File: src/rtl/layer_arb_pkg.sv
// Shared types and defaults for the layer priority arbiter.
package layer_arb_pkg;

  localparam int DEF_NUM_LAYERS   = 4;
  localparam int DEF_LW           = $clog2(DEF_NUM_LAYERS);
  localparam int DEF_BLINK_FRAMES = 16;

  typedef logic [DEF_LW-1:0] layer_idx_t;

  // Rank table: entry i holds the rank of layer i (0 = highest priority).
  typedef layer_idx_t [DEF_NUM_LAYERS-1:0] rank_table_t;

  typedef enum logic {
    IDLE   = 1'b0,
    COMMIT = 1'b1
  } arb_state_t;

  // Identity ordering: layer i starts at rank i.
  function automatic rank_table_t default_rank();
    rank_table_t t;
    for (int i = 0; i < DEF_NUM_LAYERS; i++) begin
      t[i] = layer_idx_t'(i);
    end
    return t;
  endfunction

  localparam rank_table_t DEFAULT_RANK = default_rank();

endpackage

File: src/rtl/layer_priority_select.sv
// Combinational winner search: lowest rank among masked requesters,
// plus an overlap flag when two or more requesters are present.
module layer_priority_select
  import layer_arb_pkg::*;
#(
  parameter int NUM_LAYERS = DEF_NUM_LAYERS,
  parameter int LW         = DEF_LW
) (
  input  logic [NUM_LAYERS-1:0]    mask,
  input  logic [NUM_LAYERS*LW-1:0] ranks,
  output logic [LW-1:0]            win_idx,
  output logic                     found,
  output logic                     collision
);

  localparam int HW = $clog2(NUM_LAYERS + 1);

  logic [LW-1:0] best_rank;
  logic [HW-1:0] hits;

  // Scan every layer, keep the smallest rank seen and count requesters.
  always_comb begin
    found     = 1'b0;
    win_idx   = '0;
    best_rank = '0;
    hits      = '0;
    for (int i = 0; i < NUM_LAYERS; i++) begin
      if (mask[i]) begin
        hits = hits + HW'(1);
        if (!found || (ranks[i*LW +: LW] < best_rank)) begin
          found     = 1'b1;
          win_idx   = LW'(i);
          best_rank = ranks[i*LW +: LW];
        end
      end
    end
    collision = (hits >= HW'(2));
  end

endmodule

File: src/rtl/layer_priority_arbiter.sv
// Per-pixel layer arbiter with a runtime priority table. Config writes land
// in a pending table that is copied to the active table only at frame start.
module layer_priority_arbiter
  import layer_arb_pkg::*;
#(
  parameter  int NUM_LAYERS   = DEF_NUM_LAYERS,
  parameter  int RGB_W        = 8,
  parameter  int BLINK_FRAMES = DEF_BLINK_FRAMES,
  localparam int LW           = (NUM_LAYERS > 1) ? $clog2(NUM_LAYERS) : 1
) (
  input  logic                        clk,
  input  logic                        resetN,
  input  logic                        startOfFrame,
  input  logic [NUM_LAYERS-1:0]       drawReq,
  input  logic [NUM_LAYERS*RGB_W-1:0] layerRGB,
  input  logic [RGB_W-1:0]            bgRGB,
  input  logic                        cfgValid,
  output logic                        cfgReady,
  input  logic [LW-1:0]               cfgLayer,
  input  logic [LW-1:0]               cfgRank,
  input  logic                        cfgEnable,
  input  logic                        cfgBlink,
  output logic [RGB_W-1:0]            RGBOut,
  output logic [LW-1:0]               winnerIdx,
  output logic                        winnerValid,
  output logic                        collision
);

  localparam int CW = (BLINK_FRAMES > 1) ? $clog2(BLINK_FRAMES) : 1;

  arb_state_t state_reg, state_next;

  logic                  cfg_fire;
  logic                  commit;
  logic [LW-1:0]         old_rank;

  logic [LW-1:0]         pend_rank_reg  [NUM_LAYERS];
  logic [LW-1:0]         pend_rank_next [NUM_LAYERS];
  logic [LW-1:0]         act_rank_reg   [NUM_LAYERS];
  logic [NUM_LAYERS-1:0] pend_en_reg, pend_en_next;
  logic [NUM_LAYERS-1:0] pend_blink_reg, pend_blink_next;
  logic [NUM_LAYERS-1:0] act_en_reg, act_blink_reg;
  logic [NUM_LAYERS-1:0] visible;

  logic [CW-1:0]         blink_cnt_reg;
  logic                  blink_off_reg;

  logic [NUM_LAYERS*LW-1:0] act_rank_flat;
  logic [RGB_W-1:0]         layer_rgb [NUM_LAYERS];
  logic [LW-1:0]            sel_idx;
  logic                     sel_found;
  logic                     sel_collision;

  assign cfg_fire = cfgValid && cfgReady;
  assign commit   = (state_reg == COMMIT);
  // Rank the configured layer held before this write; the displaced layer takes it.
  assign old_rank = pend_rank_reg[cfgLayer];

  generate
    for (genvar gi = 0; gi < NUM_LAYERS; gi++) begin : g_layer
      // Swap semantics keep the pending ranks a permutation at all times.
      assign pend_rank_next[gi] =
          !cfg_fire                     ? pend_rank_reg[gi] :
          (cfgLayer == LW'(gi))         ? cfgRank :
          (pend_rank_reg[gi] == cfgRank) ? old_rank :
                                          pend_rank_reg[gi];
      assign pend_en_next[gi]    = (cfg_fire && (cfgLayer == LW'(gi))) ? cfgEnable : pend_en_reg[gi];
      assign pend_blink_next[gi] = (cfg_fire && (cfgLayer == LW'(gi))) ? cfgBlink  : pend_blink_reg[gi];
      assign visible[gi]         = act_en_reg[gi] && !(act_blink_reg[gi] && blink_off_reg);
      assign act_rank_flat[gi*LW +: LW] = act_rank_reg[gi];
      assign layer_rgb[gi]       = layerRGB[gi*RGB_W +: RGB_W];
    end
  endgenerate

  // FSM state register.
  always_ff @(posedge clk) begin
    if (!resetN) state_reg <= IDLE;
    else         state_reg <= state_next;
  end

  // Next state and config handshake; a frame start during COMMIT is ignored.
  always_comb begin
    state_next = state_reg;
    cfgReady   = 1'b0;
    case (state_reg)
      IDLE: begin
        cfgReady = 1'b1;
        if (startOfFrame) state_next = COMMIT;
      end
      COMMIT: begin
        state_next = IDLE;
      end
      default: state_next = IDLE;
    endcase
  end

  // Pending table takes config writes; active table follows it on commit.
  always_ff @(posedge clk) begin
    if (!resetN) begin
      for (int i = 0; i < NUM_LAYERS; i++) begin
        pend_rank_reg[i] <= LW'(i);
        act_rank_reg[i]  <= LW'(i);
      end
      pend_en_reg    <= '1;
      pend_blink_reg <= '0;
      act_en_reg     <= '1;
      act_blink_reg  <= '0;
    end else begin
      for (int i = 0; i < NUM_LAYERS; i++) begin
        pend_rank_reg[i] <= pend_rank_next[i];
      end
      pend_en_reg    <= pend_en_next;
      pend_blink_reg <= pend_blink_next;
      if (commit) begin
        for (int i = 0; i < NUM_LAYERS; i++) begin
          act_rank_reg[i] <= pend_rank_reg[i];
        end
        act_en_reg    <= pend_en_reg;
        act_blink_reg <= pend_blink_reg;
      end
    end
  end

  // Blink counter counts commits and flips the phase every BLINK_FRAMES commits.
  always_ff @(posedge clk) begin
    if (!resetN) begin
      blink_cnt_reg <= '0;
      blink_off_reg <= 1'b0;
    end else if (commit) begin
      if (blink_cnt_reg == CW'(BLINK_FRAMES - 1)) begin
        blink_cnt_reg <= '0;
        blink_off_reg <= !blink_off_reg;
      end else begin
        blink_cnt_reg <= blink_cnt_reg + CW'(1);
      end
    end
  end

  layer_priority_select #(
    .NUM_LAYERS (NUM_LAYERS),
    .LW         (LW)
  ) u_select (
    .mask      (drawReq & visible),
    .ranks     (act_rank_flat),
    .win_idx   (sel_idx),
    .found     (sel_found),
    .collision (sel_collision)
  );

  // Register the arbitration result; background when nobody visible requests.
  always_ff @(posedge clk) begin
    if (!resetN) begin
      RGBOut      <= '0;
      winnerIdx   <= '0;
      winnerValid <= 1'b0;
      collision   <= 1'b0;
    end else begin
      RGBOut      <= sel_found ? layer_rgb[sel_idx] : bgRGB;
      winnerIdx   <= sel_found ? sel_idx : '0;
      winnerValid <= sel_found;
      collision   <= sel_collision;
    end
  end

endmodule

File: config.mk
export PLATFORM = sky130hd
export DESIGN_NAME = layer_priority_arbiter
export DESIGN_NICKNAME = d
export VERILOG_FILES = /design/src/rtl/layer_arb_pkg.sv /design/src/rtl/layer_priority_select.sv /design/src/rtl/layer_priority_arbiter.sv
export SDC_FILE = /design/constraint.sdc
export NUM_CORES = 1
export LEC_CHECK = 0
export CAP_MARGIN = 5
export CORE_ASPECT_RATIO = 1.4
export CORE_UTILIZATION = 45
export DETAILED_ROUTE_END_ITERATION = 8
export GPL_ROUTABILITY_DRIVEN = 1
export PLACE_DENSITY = 0.76
export SYNTH_ARGS = -nofsm -noshare
export SYNTH_HDL_FRONTEND = slang
export SYNTH_SLANG_ARGS = --single-unit
export TNS_END_PERCENT = 5
File: constraint.sdc
create_clock -name clk -period 5.1 [get_ports clk]
set_clock_uncertainty 0.05 [all_clocks]
set_input_delay 0.765 -clock clk [delete_from_list [all_inputs] [get_ports clk]]
set_output_delay 0.765 -clock clk [all_outputs]
set_load 0.03 [all_outputs]
==> results of run 1 <==
==> metal layers <==
| layer | global-route usage (%) | routed length [µm] | up-vias |
|---|---|---|---|
| met2 | 40.1 | 3550 | 88 |
| met3 | 3.46 | 332 | 13 |
| met1 | 23.0 | 2850 | 1204 |
| li1 | - | - | 1279 |
| met4 | 9.01 | 168 | 0 |
| met5 | 0 | 0 | - |
==> placed cells by master, fill, tap and decap left out, types with 2 or more instances in the layout <==
master           count
clkdlybuf4s50_1     65
nand2_1             43
dfxtp_1             42
mux2i_1             27
o21ai_0             23
nor2_1              19
a21oi_1             14
nor2b_1             13
nand3_1             10
xnor2_1              9
buf_4                9
edfxtp_1             8
inv_1                7
and3_1               7
a221o_1              7
a31oi_1              7
ha_1                 7
nand2b_1             5
or2_2                5
clkbuf_8             5
and2_1               4
mux2_2               3
nor3_1               3
xor2_1               3
o211a_1              3
nand4_1              2
o21a_1               2
o31ai_1              2
a211oi_1             2
a21boi_0             2
==> per-stage QoR <==
step / utilization, % / instances / total power [W] / hold slack (ps) / worst slack, ps
final: 62.6 / 457 / 0.000913 / 434 / 388
after global routing: 62.6 / 457 / 0.000960 / 461 / 229
after CTS: 62.2 / 456 / 0.000918 / 441 / 48.9
after detailed placement: 60.7 / 448 / 0.000686 / 413 / -246
after global placement: 60.7 / 448 / 0.000679 / 399 / -6.09
after floorplan: - / 319 / 0.000589 / 383 / 27.1
==> synth_stat cells (all sizes together) (4+ instances only) <==
library cell / count
o21ai: 23
or2: 5
nand2: 44
a221o: 7
ha: 7
inv: 7
xnor2: 9
and2: 5
a31oi: 7
nand2b: 6
mux2i: 27
dfxtp: 42
edfxtp: 8
nor2b: 13
nor2: 21
mux2: 4
a21oi: 14
and3: 7
nand3: 10
clkbuf: 13
==> critical path, cell delays in order <==
cell and delay [ps]:
dlymetal6s2s_1 150, nand2_2 100, nor2_4 90, nand2_1 80, ha_1 300, a21oi_1 80
o311ai_2 320, mux2_4 340, ha_1 310, nand2b_1 160, a41oi_1 100, a211oi_4 340
nand2b_4 80, nand2_1 70, o21ai_0 80, ha_1 300, nor2_2 60, nor3b_2 190
o22ai_1 130, o21a_1 220, buf_12 150, a221o_1 270, a31oi_1 190
==> layout make-up <==
class                           instances  area [µm²]  share of cell area (%)
Inverter                                7        26.3                   0.706
Clock buffer                            5        68.8                    1.85
Clock inverter                          3        20.0                   0.538
Tap cell                               70        87.6                    2.35
Timing Repair Buffer                   76         751                    20.2
Multi-Input combinational cell        246        1690                    45.3
Sequential cell                        50        1080                    29.1
==> cell families after synthesis <==
group | count (synthesis)
flip-flops | 50
AND/OR/NAND/NOR | 119
buffers and inverters | 23
AO/OA/AOI/OAI | 77
XOR/XNOR | 12
adder cells (fa/ha/maj) | 7
multiplexers | 31
==> worst min path at each step <==
stage,from,to,slack (ps)
finish,act_en_reg[1],act_en_reg[1],430
detailed placement,pend_en_reg[0],act_en_reg[0],410
CTS,pend_en_reg[0],pend_en_reg[0],440
floorplan,act_en_reg[1],act_en_reg[1],380
global route,act_en_reg[1],act_en_reg[1],460
global placement,act_en_reg[1],act_en_reg[1],400
==> power breakdown <==
group / internal [W] / total, W / switching [W]
sequential: 0.000423 / 0.000437 / 0.0000144
combinational: 0.000124 / 0.000244 / 0.000119
clock: 0.0000968 / 0.000232 / 0.000135
==> timing repair <==
action | 4_1_cts | 5_1_grt
endpoints found under the setup margin | 0 | 9
buffers inserted | 0 | 1
hold buffers | 0 | 0
resized for setup | 0 | 5
==> flow_metrics.py, run 1 <==
metrics = {
    "timing": {
        "hold_violations": 0,
        "relSlewSlack_pct": 54.4,
        "fin_crit_ps": 4710,
        "rsz0062_at_grt": "false",
        "worstMarginPinSlew_ps": 682,
        "finalSetupTns_ps": 0,
        "final_max_slew_viol_count": 0,
        "fmax_mhz": 212,
        "setup_violations": 0,
        "period_share_pct": 92.4,
    },
    "clock_network": {
        "cts_tree": "yes",
        "clkLatencyLatePin_ps": 300,
        "cts_made_buffers": 5,
        "cts_root_buffer": "clkbuf_8",
        "path_clk_slew_ps": 100,
        "ctsLongestPathBuffers": 2,
        "cts.sinks": 50,
        "cts_max_level": 2,
    },
    "yosys": {
        "synth_mux_area_share_pct": 11.1,
        "synth_top_family_by_area": "simple AND/OR/NAND/NOR gates",
        "ys.flop_type": "dfxtp_1",
        "synth_compound_area_share_pct": 19.9,
        "netlist_area_mm2": 0.00283,
        "ys_seq_area_share_pct": 38.2,
        "synthAdderAreaFrac_pct": 3.09,
        "synth_cells": 319,
        "syn_area_per_cell_um2": 8.88,
        "synth-edff-count": 8,
        "yosys_register_bits": 50,
        "synth-simple-area-share_pct": 20.6,
        "syn_nets": 380,
        "synth_top_area_share_pct": 29.7,
        "synth_top_cell_by_area": "dfxtp_1",
        "ys_async_sr_fraction_pct": 0,
        "ys_warn_count": 0,
        "synth_xor_area_share_pct": 3.71,
        "yosys-top-cells-area": "dfxtp_1, mux2i_1, edfxtp_1, nand2_1, o21ai_0",
        "yosysUniqueCellTypes": 51,
    },
    "drt": {
        "vias_per_cell": 5.65,
        "drcViolationCount": 0,
        "routed_wirelength_um": 6900,
        "wl_per_cell_um": 15.1,
        "first_pass_iters": 4,
        "drt-initial-drc-count": 59,
        "antenna_left": 0,
        "vias": 2584,
    },
    "outcome": {
        "status": "finished, final reports clean",
    },
    "power_and_ir_drop": {
        "vdd_drop_max_uv": 142,
        "p_leak_nw": 1.46,
        "power_density_mw_per_mm2": 245,
    },
    "placement": {
        "dpl.hpwl_um": 5330,
        "portBuffers": 66,
        "place_congestion": 0.812,
        "dpl_cell_area_mm2": 0.00361,
    },
    "worst_setup_path": {
        "crit_fanout": 16,
        "path_class": "in -> reg",
        "reg2reg_depth": 22,
        "worstSetupStartpointType": "input port",
        "required_ps": 5280,
        "r2r-start": "blink_off_reg",
        "worstPathArrival_ps": 4890,
        "rrSetupSlack_ps": 480,
        "crit_start": "drawReq[0]",
        "timing.rr.end": "RGBOut[0]",
        "cp-end-kind": "flop",
        "cp-endpoint": "RGBOut[0]",
    },
    "floorplan": {
        "die_w_um": 69.0,
        "core_area_mm2": 0.00595,
        "die_y_um": 95.9,
        "std_cell_rows": 33,
        "start_util_pct": 47.6,
        "ios": 67,
        "die-area_mm2": 0.00662,
    },
    "worst_hold_path": {
        "hold_path_class": "reg -> reg",
        "min_path_cells": 2,
    },
    "global_route": {
        "first_global_vias": 2434,
        "grt_overflow": 0,
        "grt_max_degree": 31,
        "grt_pass1_wl_um": 11200,
        "antenna_found_initial": 0,
        "globalRouteTotalUtil_pct": 21.1,
    },
    "final_layout": {
        "area_growth_pct": 31.4,
        "layout.nets": 447,
        "antenna_cells": 0,
        "stdcell_area_mm2": 0.00372,
        "fillers": 544,
        "drive_gt1_share_pct": 9.56,
    },
    "flow_run": {
        "drv_cap": 0,
    },
}
Note: power is estimated with default switching activity, not from simulation.
==> run 2: changes to the inputs <==
--- a/config.mk
+++ b/config.mk
@@ -7,10 +7,11 @@
 export LEC_CHECK = 0
 export CAP_MARGIN = 5
 export CORE_ASPECT_RATIO = 1.4
-export CORE_UTILIZATION = 45
+export CORE_UTILIZATION = 50
 export DETAILED_ROUTE_END_ITERATION = 8
+export DONT_BUFFER_PORTS = 1
 export GPL_ROUTABILITY_DRIVEN = 1
-export PLACE_DENSITY = 0.76
+export PLACE_DENSITY = 0.68
 export SYNTH_ARGS = -nofsm -noshare
 export SYNTH_HDL_FRONTEND = slang
 export SYNTH_SLANG_ARGS = --single-unit
==> flow_metrics.py, run 2 (same netlist as run 1, synthesis figures left out) <==
metrics = {
    "final_layout": {
        "area_growth_pct": 5.52,
        "fillers": 521,
        "layout.nets": 376,
        "drive_gt1_share_pct": 9.18,
        "antenna_cells": 0,
        "final_cell_mix": "nand2_1, dfxtp_1, mux2i_1",
        "final_common_cell": "nand2_1",
        "final_util_pct": 54.5,
    },
    "timing": {
        "fmax_mhz": 214,
        "setup_violations": 0,
        "period_share_pct": 91.6,
        "relSlewSlack_pct": 43.7,
        "hold_violations": 0,
        "finalSetupTns_ps": 0,
        "worstMarginPinSlew_ps": 844,
        "final_max_slew_viol_count": 0,
        "fin_crit_ps": 4670,
        "rsz0062_at_grt": "false",
    },
    "floorplan": {
        "std_cell_rows": 32,
        "die_w_um": 65.6,
        "core_area_mm2": 0.00549,
        "ios": 67,
        "start_util_pct": 51.6,
        "die_y_um": 91.0,
        "die-area_mm2": 0.00597,
    },
    "worst_setup_path": {
        "reg2reg_depth": 22,
        "crit_start": "drawReq[0]",
        "required_ps": 5290,
        "rrSetupSlack_ps": 470,
        "path_cells": "nand2_1, nor2_4, nand2_1, ha_1, a21oi_1, o311ai_2, mux2_2, ha_1, nand2b_1, a41oi_1, a211oi_4, nand2b_4, nand2_1, o21ai_0, ha_1, nor2_1, o2111ai_1, o22ai_1, o21a_1, buf_4, a221o_1, a31oi_1",
        "timing.rr.end": "RGBOut[5]",
        "cp-end-kind": "flop",
        "r2r-start": "act_en_reg[0]",
        "path_class": "in -> reg",
        "worstPathArrival_ps": 4870,
        "critPathSlowestCell": "mux2_2",
        "crit_fanout": 16,
        "cpPeakStageDelay_ps": 390,
        "cp-endpoint": "RGBOut[5]",
        "worstSetupStartpointType": "input port",
    },
    "drt": {
        "routed_wirelength_um": 6160,
        "vias_per_cell": 5.98,
        "first_pass_iters": 4,
        "wl_per_cell_um": 16.0,
        "antenna_left": 0,
        "vias": 2295,
        "drcViolationCount": 0,
        "drt-initial-drc-count": 75,
    },
    "clock_network": {
        "cts_max_level": 2,
        "cts.sinks": 50,
        "clkLatencyLatePin_ps": 310,
        "ctsResizeCount": 0,
        "cts_made_buffers": 5,
        "ctsLongestPathBuffers": 2,
        "path_clk_slew_ps": 100,
        "holdBufCountCts": 0,
        "cts_tree": "yes",
        "post-cts-setup-buffers": 0,
        "cts_root_buffer": "clkbuf_8",
    },
    "flow_run": {
        "drv_cap": 0,
    },
    "global_route": {
        "first_global_vias": 2170,
        "globalRouteTotalUtil_pct": 21.7,
        "grt_pass1_wl_um": 10000,
        "grt_overflow": 0,
        "grt_max_degree": 47,
        "antenna_found_initial": 0,
    },
    "power_and_ir_drop": {
        "p_leak_nw": 1.16,
        "power_density_mw_per_mm2": 278,
        "vdd_drop_max_uv": 171,
    },
    "placement": {
        "place_congestion": 0.860,
        "dpl.hpwl_um": 4650,
        "portBuffers": 0,
    },
    "outcome": {
        "status": "finished, final reports clean",
    },
    "worst_hold_path": {
        "hold_path_class": "reg -> reg",
    },
}
[run 2: layout make-up]
cell class / instances / area [µm²] / area share, %
Sequential cell: 50 / 1080 / 36.2
Multi-Input combinational cell: 246 / 1670 / 55.9
Clock buffer: 6 / 72.6 / 2.43
Tap cell: 68 / 85.1 / 2.85
Inverter: 7 / 26.3 / 0.879
Clock inverter: 2 / 13.8 / 0.461
Timing Repair Buffer: 5 / 37.5 / 1.26
[run 2: layer usage]
metal	GRT usage (%)	share of wire, %	vias up
met2	40.0	52	71
met1	22.8	40	1074
met3	4.40	4.6	13
met4	9.78	2.9	0
li1	-	-	1137
met5	0	0	-
[run 2: worst min path at each step]
stage	from	end	slack [ps]	cells after the start
finish	act_en_reg[1]	act_en_reg[1]	420	2
global route	act_en_reg[1]	act_en_reg[1]	450	2
global placement	act_en_reg[1]	act_en_reg[1]	390	2
CTS	act_en_reg[1]	act_en_reg[1]	420	2
detailed placement	act_en_reg[1]	act_en_reg[1]	400	2
floorplan	act_en_reg[1]	act_en_reg[1]	380	2
[run 2: worst max-delay path: cells and delay by family]
family / cells / cell delay, ps
multiplexers: 1 / 390
adder cells (fa/ha/maj): 3 / 880
AO/OA/AOI/OAI: 10 / 1740
AND/OR/NAND/NOR: 7 / 890
buffers and inverters: 1 / 180
[run 2: where the power goes]
group / switching (W) / leakage [nW] / internal, W
clock: 0.000137 / 0.0417 / 0.0000974
combinational: 0.0000688 / 0.701 / 0.0000659
sequential: 0.0000393 / 0.415 / 0.000423
total: 0.000245 / 1.16 / 0.000586
[run 2: per-stage QoR]
| step | total power, W | setup WS [ps] | instances | hold WS, ps | area (µm²) |
|---|---|---|---|---|---|
| after floorplan | 0.000589 | 27.1 | 319 | 383 | 2840 |
| after global placement | 0.000604 | 175 | 376 | 395 | 2900 |
| after detailed placement | 0.000607 | 91.7 | 376 | 399 | 2900 |
| after CTS | 0.000838 | 412 | 384 | 423 | 2990 |
| after global routing | 0.000876 | 135 | 384 | 450 | 2990 |
| final | 0.000831 | 426 | 384 | 423 | 2990 |
==> run 3: changes to the inputs <==
==> constraint.sdc (replaced) <==
create_clock -name clk -period 5.1 [get_ports clk]
set_clock_uncertainty 0.05 [all_clocks]
set_input_delay 1.275 -clock clk [delete_from_list [all_inputs] [get_ports clk]]
set_output_delay 1.275 -clock clk [all_outputs]
set_load 0.03 [all_outputs]
==> flow_metrics.py, run 3 (same netlist as run 1, synthesis figures left out) <==
metrics = {
    "timing": {
        "hold_violations": 0,
        "relSlewSlack_pct": 41.5,
        "period_share_pct": 94.0,
        "fin_crit_ps": 4800,
        "fin_hold_ws_ps": 420,
        "fmax_mhz": 209,
        "rsz0062_at_grt": "false",
        "final_max_slew_viol_count": 0,
        "worstMarginPinSlew_ps": 877,
        "layout_setup_ws_ps": 305,
        "setup_violations": 0,
    },
    "clock_network": {
        "post-cts-setup-buffers": 0,
        "cts_made_buffers": 5,
        "cts_max_level": 2,
        "clkLatencyLatePin_ps": 310,
        "cts.sinks": 50,
        "ctsResizeCount": 0,
        "cts_tree": "yes",
        "cts_root_buffer": "clkbuf_8",
        "holdBufCountCts": 0,
        "path_clk_slew_ps": 100,
        "ctsLongestPathBuffers": 2,
    },
    "power_and_ir_drop": {
        "switching_share_pct": 29.2,
        "p_int_w": 0.000592,
        "clkPwrFrac_pct": 27.5,
        "vdd_drop_max_uv": 165,
        "seqPwrFrac_pct": 55.3,
        "p_sw_w": 0.000244,
        "power_density_mw_per_mm2": 273,
        "p_leak_nw": 1.18,
        "power_frac_comb_pct": 17.2,
    },
    "final_layout": {
        "final_common_cell": "nand2_1",
        "stdcell_area_mm2": 0.00306,
        "multi_input_area_mm2": 0.00174,
        "fin_cells": 385,
        "layout.nets": 377,
        "fillers": 509,
        "area_growth_pct": 8.04,
        "antenna_cells": 0,
        "final_cell_mix": "nand2_1, dfxtp_1, mux2i_1",
        "drive_gt1_share_pct": 12.3,
        "register_area_mm2": 0.00108,
    },
    "worst_hold_path": {
        "hold_path_class": "reg -> reg",
        "min_path_cells": 2,
    },
    "drt": {
        "drt-initial-drc-count": 60,
        "vias_per_cell": 5.94,
        "wl_per_cell_um": 15.7,
        "antenna_left": 0,
        "drcViolationCount": 0,
        "vias": 2288,
        "first_pass_iters": 4,
        "routed_wirelength_um": 6040,
    },
    "placement": {
        "pre_cts_slack_ps": -50.7,
        "dpl.hpwl_um": 4590,
        "place_congestion": 0.813,
        "dp.cells": 377,
        "dpl_cell_area_mm2": 0.00297,
        "portBuffers": 0,
    },
    "global_route": {
        "grt_max_degree": 47,
        "grt_overflow": 0,
        "first_global_vias": 2270,
        "antenna_found_initial": 0,
        "globalRouteTotalUtil_pct": 21.4,
        "grt_pass1_wl_um": 9920,
    },
    "floorplan": {
        "std_cell_rows": 32,
        "die_y_um": 91.0,
        "start_util_pct": 51.6,
        "die_w_um": 65.6,
        "ios": 67,
        "core_area_mm2": 0.00549,
        "die-area_mm2": 0.00597,
    },
    "worst_setup_path": {
        "worstSetupStartpointType": "input port",
        "cp-end-kind": "flop",
        "required_ps": 5220,
        "path_class": "in -> reg",
        "rrSetupSlack_ps": 680,
        "worstPathArrival_ps": 4920,
        "crit_fanout": 16,
        "reg2reg_depth": 21,
    },
    "flow_run": {
        "drv_cap": 0,
    },
    "outcome": {
        "status": "finished, final reports clean",
    },
}
## run 3: cell types whose count changed in the layout (fill, tap and decap cells not counted), sizes merged
cell / delta
buf: +1
## run 3: layout make-up
cell class / count / share of cell area [%]
Timing Repair Buffer: 6 / 1.47
Tap cell: 68 / 2.78
Multi-Input combinational cell: 246 / 56.7
Clock inverter: 2 / 0.450
Inverter: 7 / 0.859
Sequential cell: 50 / 35.3
Clock buffer: 6 / 2.37
## run 3: routing by layer
metal  GRT usage (%)  part of all wire (%)  up-vias
met3            5.65                   7.0       16
met1            20.5                    39     1058
met4            10.7                   2.9        0
li1                -                     -     1140
met5               0                     0        -
met2            40.2                    51       74
## run 3: stage by stage
step / setup TNS, ps / util [%] / power [W]
global placement: 0 / 54.2 / 0.000612
global route: 0 / 55.8 / 0.000879
detailed placement: -260 / 54.2 / 0.000616
CTS: 0 / 55.8 / 0.000845
finish: 0 / 55.8 / 0.000836
floorplan: -1510 / - / 0.000597
## run 3: critical path, stage by stage
cell and delay (ps):
nand2_8 50, nor2_4 90, nand2_1 80, ha_1 300
a21oi_1 80, o311ai_2 320, mux2_4 360, ha_4 260
a21oi_2 120, nor2_2 60, a211oi_4 270, nand2b_4 90
nand2_1 60, o21ai_1 60, ha_1 300, nor2_2 180
o2111ai_2 160, o32ai_1 170, o21a_2 380, a221o_1 170
a31oi_1 80
## run 3: power by group through the flow
stage	clock (W)	sequential (W)	combinational [W]
after floorplan	0	0.000464	0.000133
after global placement	0	0.000472	0.000141
after detailed placement	0	0.000472	0.000145
after CTS	0.000237	0.000462	0.000145
after global routing	0.000253	0.000466	0.000160
final	0.000230	0.000462	0.000144
## run 3: worst paths after layout
kind                                     start            end
worst min-delay path            pend_en_reg[3]  act_en_reg[3]
worst max register to register   blink_off_reg      RGBOut[3]
worst min register to register  pend_en_reg[3]  act_en_reg[3]
worst max-delay path                drawReq[0]      RGBOut[3]
==> RTL edit: new RTL, settings of run 1 <==
The package constant `DEF_BLINK_FRAMES` goes from 16 to 8.
--- a/src/rtl/layer_arb_pkg.sv
+++ b/src/rtl/layer_arb_pkg.sv
@@ -3,7 +3,7 @@
 
   localparam int DEF_NUM_LAYERS   = 4;
   localparam int DEF_LW           = $clog2(DEF_NUM_LAYERS);
-  localparam int DEF_BLINK_FRAMES = 16;
+  localparam int DEF_BLINK_FRAMES = 8;
 
   typedef logic [DEF_LW-1:0] layer_idx_t;
 
Behaviour: no difference found for any inputs over 4 cycles, from zero or initial values and one cycle with resetN low; that may be too few to reach the edited logic, so the function may still have changed.
==> RTL edit against run 1 <==
Wire length decreased by 3.9%. First-iteration DRC count is 59% higher. Worst hold slack lost 2.1 ps. Area after synthesis up 0.66%. Total power rose by 4.5%. Design area down 0.67%. Sequential cell count fell by 1. Combinational power down 2%. Critical endpoint unchanged. Worst setup slack worse by 100 ps. Largest power group unchanged.
==> RTL edit: results <==
[layout]
regArea_sq_mm = 0.00106
fillers = 535
clock_buffers = 6
nNetsFinal = 435
num-nonclk-buffers = 73
final-nonclk-buf-share_pct = 19.3
nMultiInputCombCells = 237

[power]
power_leakage_nw = 1.39
p_clk_w = 0.000282
vdd_drop_max_mv = 0.197
pg_comb_w = 0.000240

[synthesis]
yosys-top-cells-area = dfxtp_1 29%, edfxtp_1 8.4%, mux2i_1 7.4%
ys_seq_elements = 49
synth.area.mux_share_pct = 11.7
ys_seq_area_share_pct = 37.2
synth_commonest_cells = 41 x dfxtp_1, 35 x nand2_1, 21 x mux2i_1
synth_compound_area_share_pct = 19.5
synth_xor_area_share_pct = 3.38
synth_nets = 369
ys_types = 61

[grt]
grt_use_total_pct = 20.7
use_met3_pct = 4.08
grt_pass1_vias = 2377
met1_usage_pct = 21.8
grt_pass1_wl_mm = 11.0

[critical_path]
slowest_stage = clkdlybuf4s50_1
arrival_ps = 5000
cp_max_fo = 17
slowest_delay_ps = 450

[place]
place_congestion = 0.887
pre_cts_ws_ps = -136
dpl.hpwl_mm = 5.10

[sta]
worst_pin_slew_ps = 778
whs_ps = 431
fmax_mhz = 208

[drt]
met2_length_mm = 3.43
met3_length_um = 341
drt_iter0_drc = 94
met1_length_mm = 2.71

[status]
status = finished, final reports clean

[hold_path]
hold_start = pend_en_reg[3]
-- RTL edit: changes by cell type after synthesis, moves of 2 or more --
| cell | run 1 | this run |
|---|---|---|
| inv_1 | 7 | 5 |
| nand2b_1 | 5 | 11 |
| and2_1 | 4 | 2 |
| o211ai_1 | 1 | 9 |
| nor2_1 | 20 | 10 |
| clkbuf_1 | 13 | 7 |
| or3_1 | 0 | 7 |
| a221o_1 | 7 | 0 |
| mux2_2 | 4 | 11 |
| nand2_1 | 44 | 35 |
| o21ai_0 | 23 | 18 |
| mux2i_1 | 27 | 21 |
-- RTL edit: stage by stage --
step	utilization (%)	power, W	instance area [sq um]	TNS (ps)	cells
after detailed placement	59.7	0.000679	3570	-1020	436
after global placement	59.7	0.000672	3570	0	436
after global routing	61.7	0.00100	3700	0	444
final	61.7	0.000954	3700	0	444
after floorplan	-	0.000586	2850	0	307
after CTS	61.5	0.000960	3680	0	444
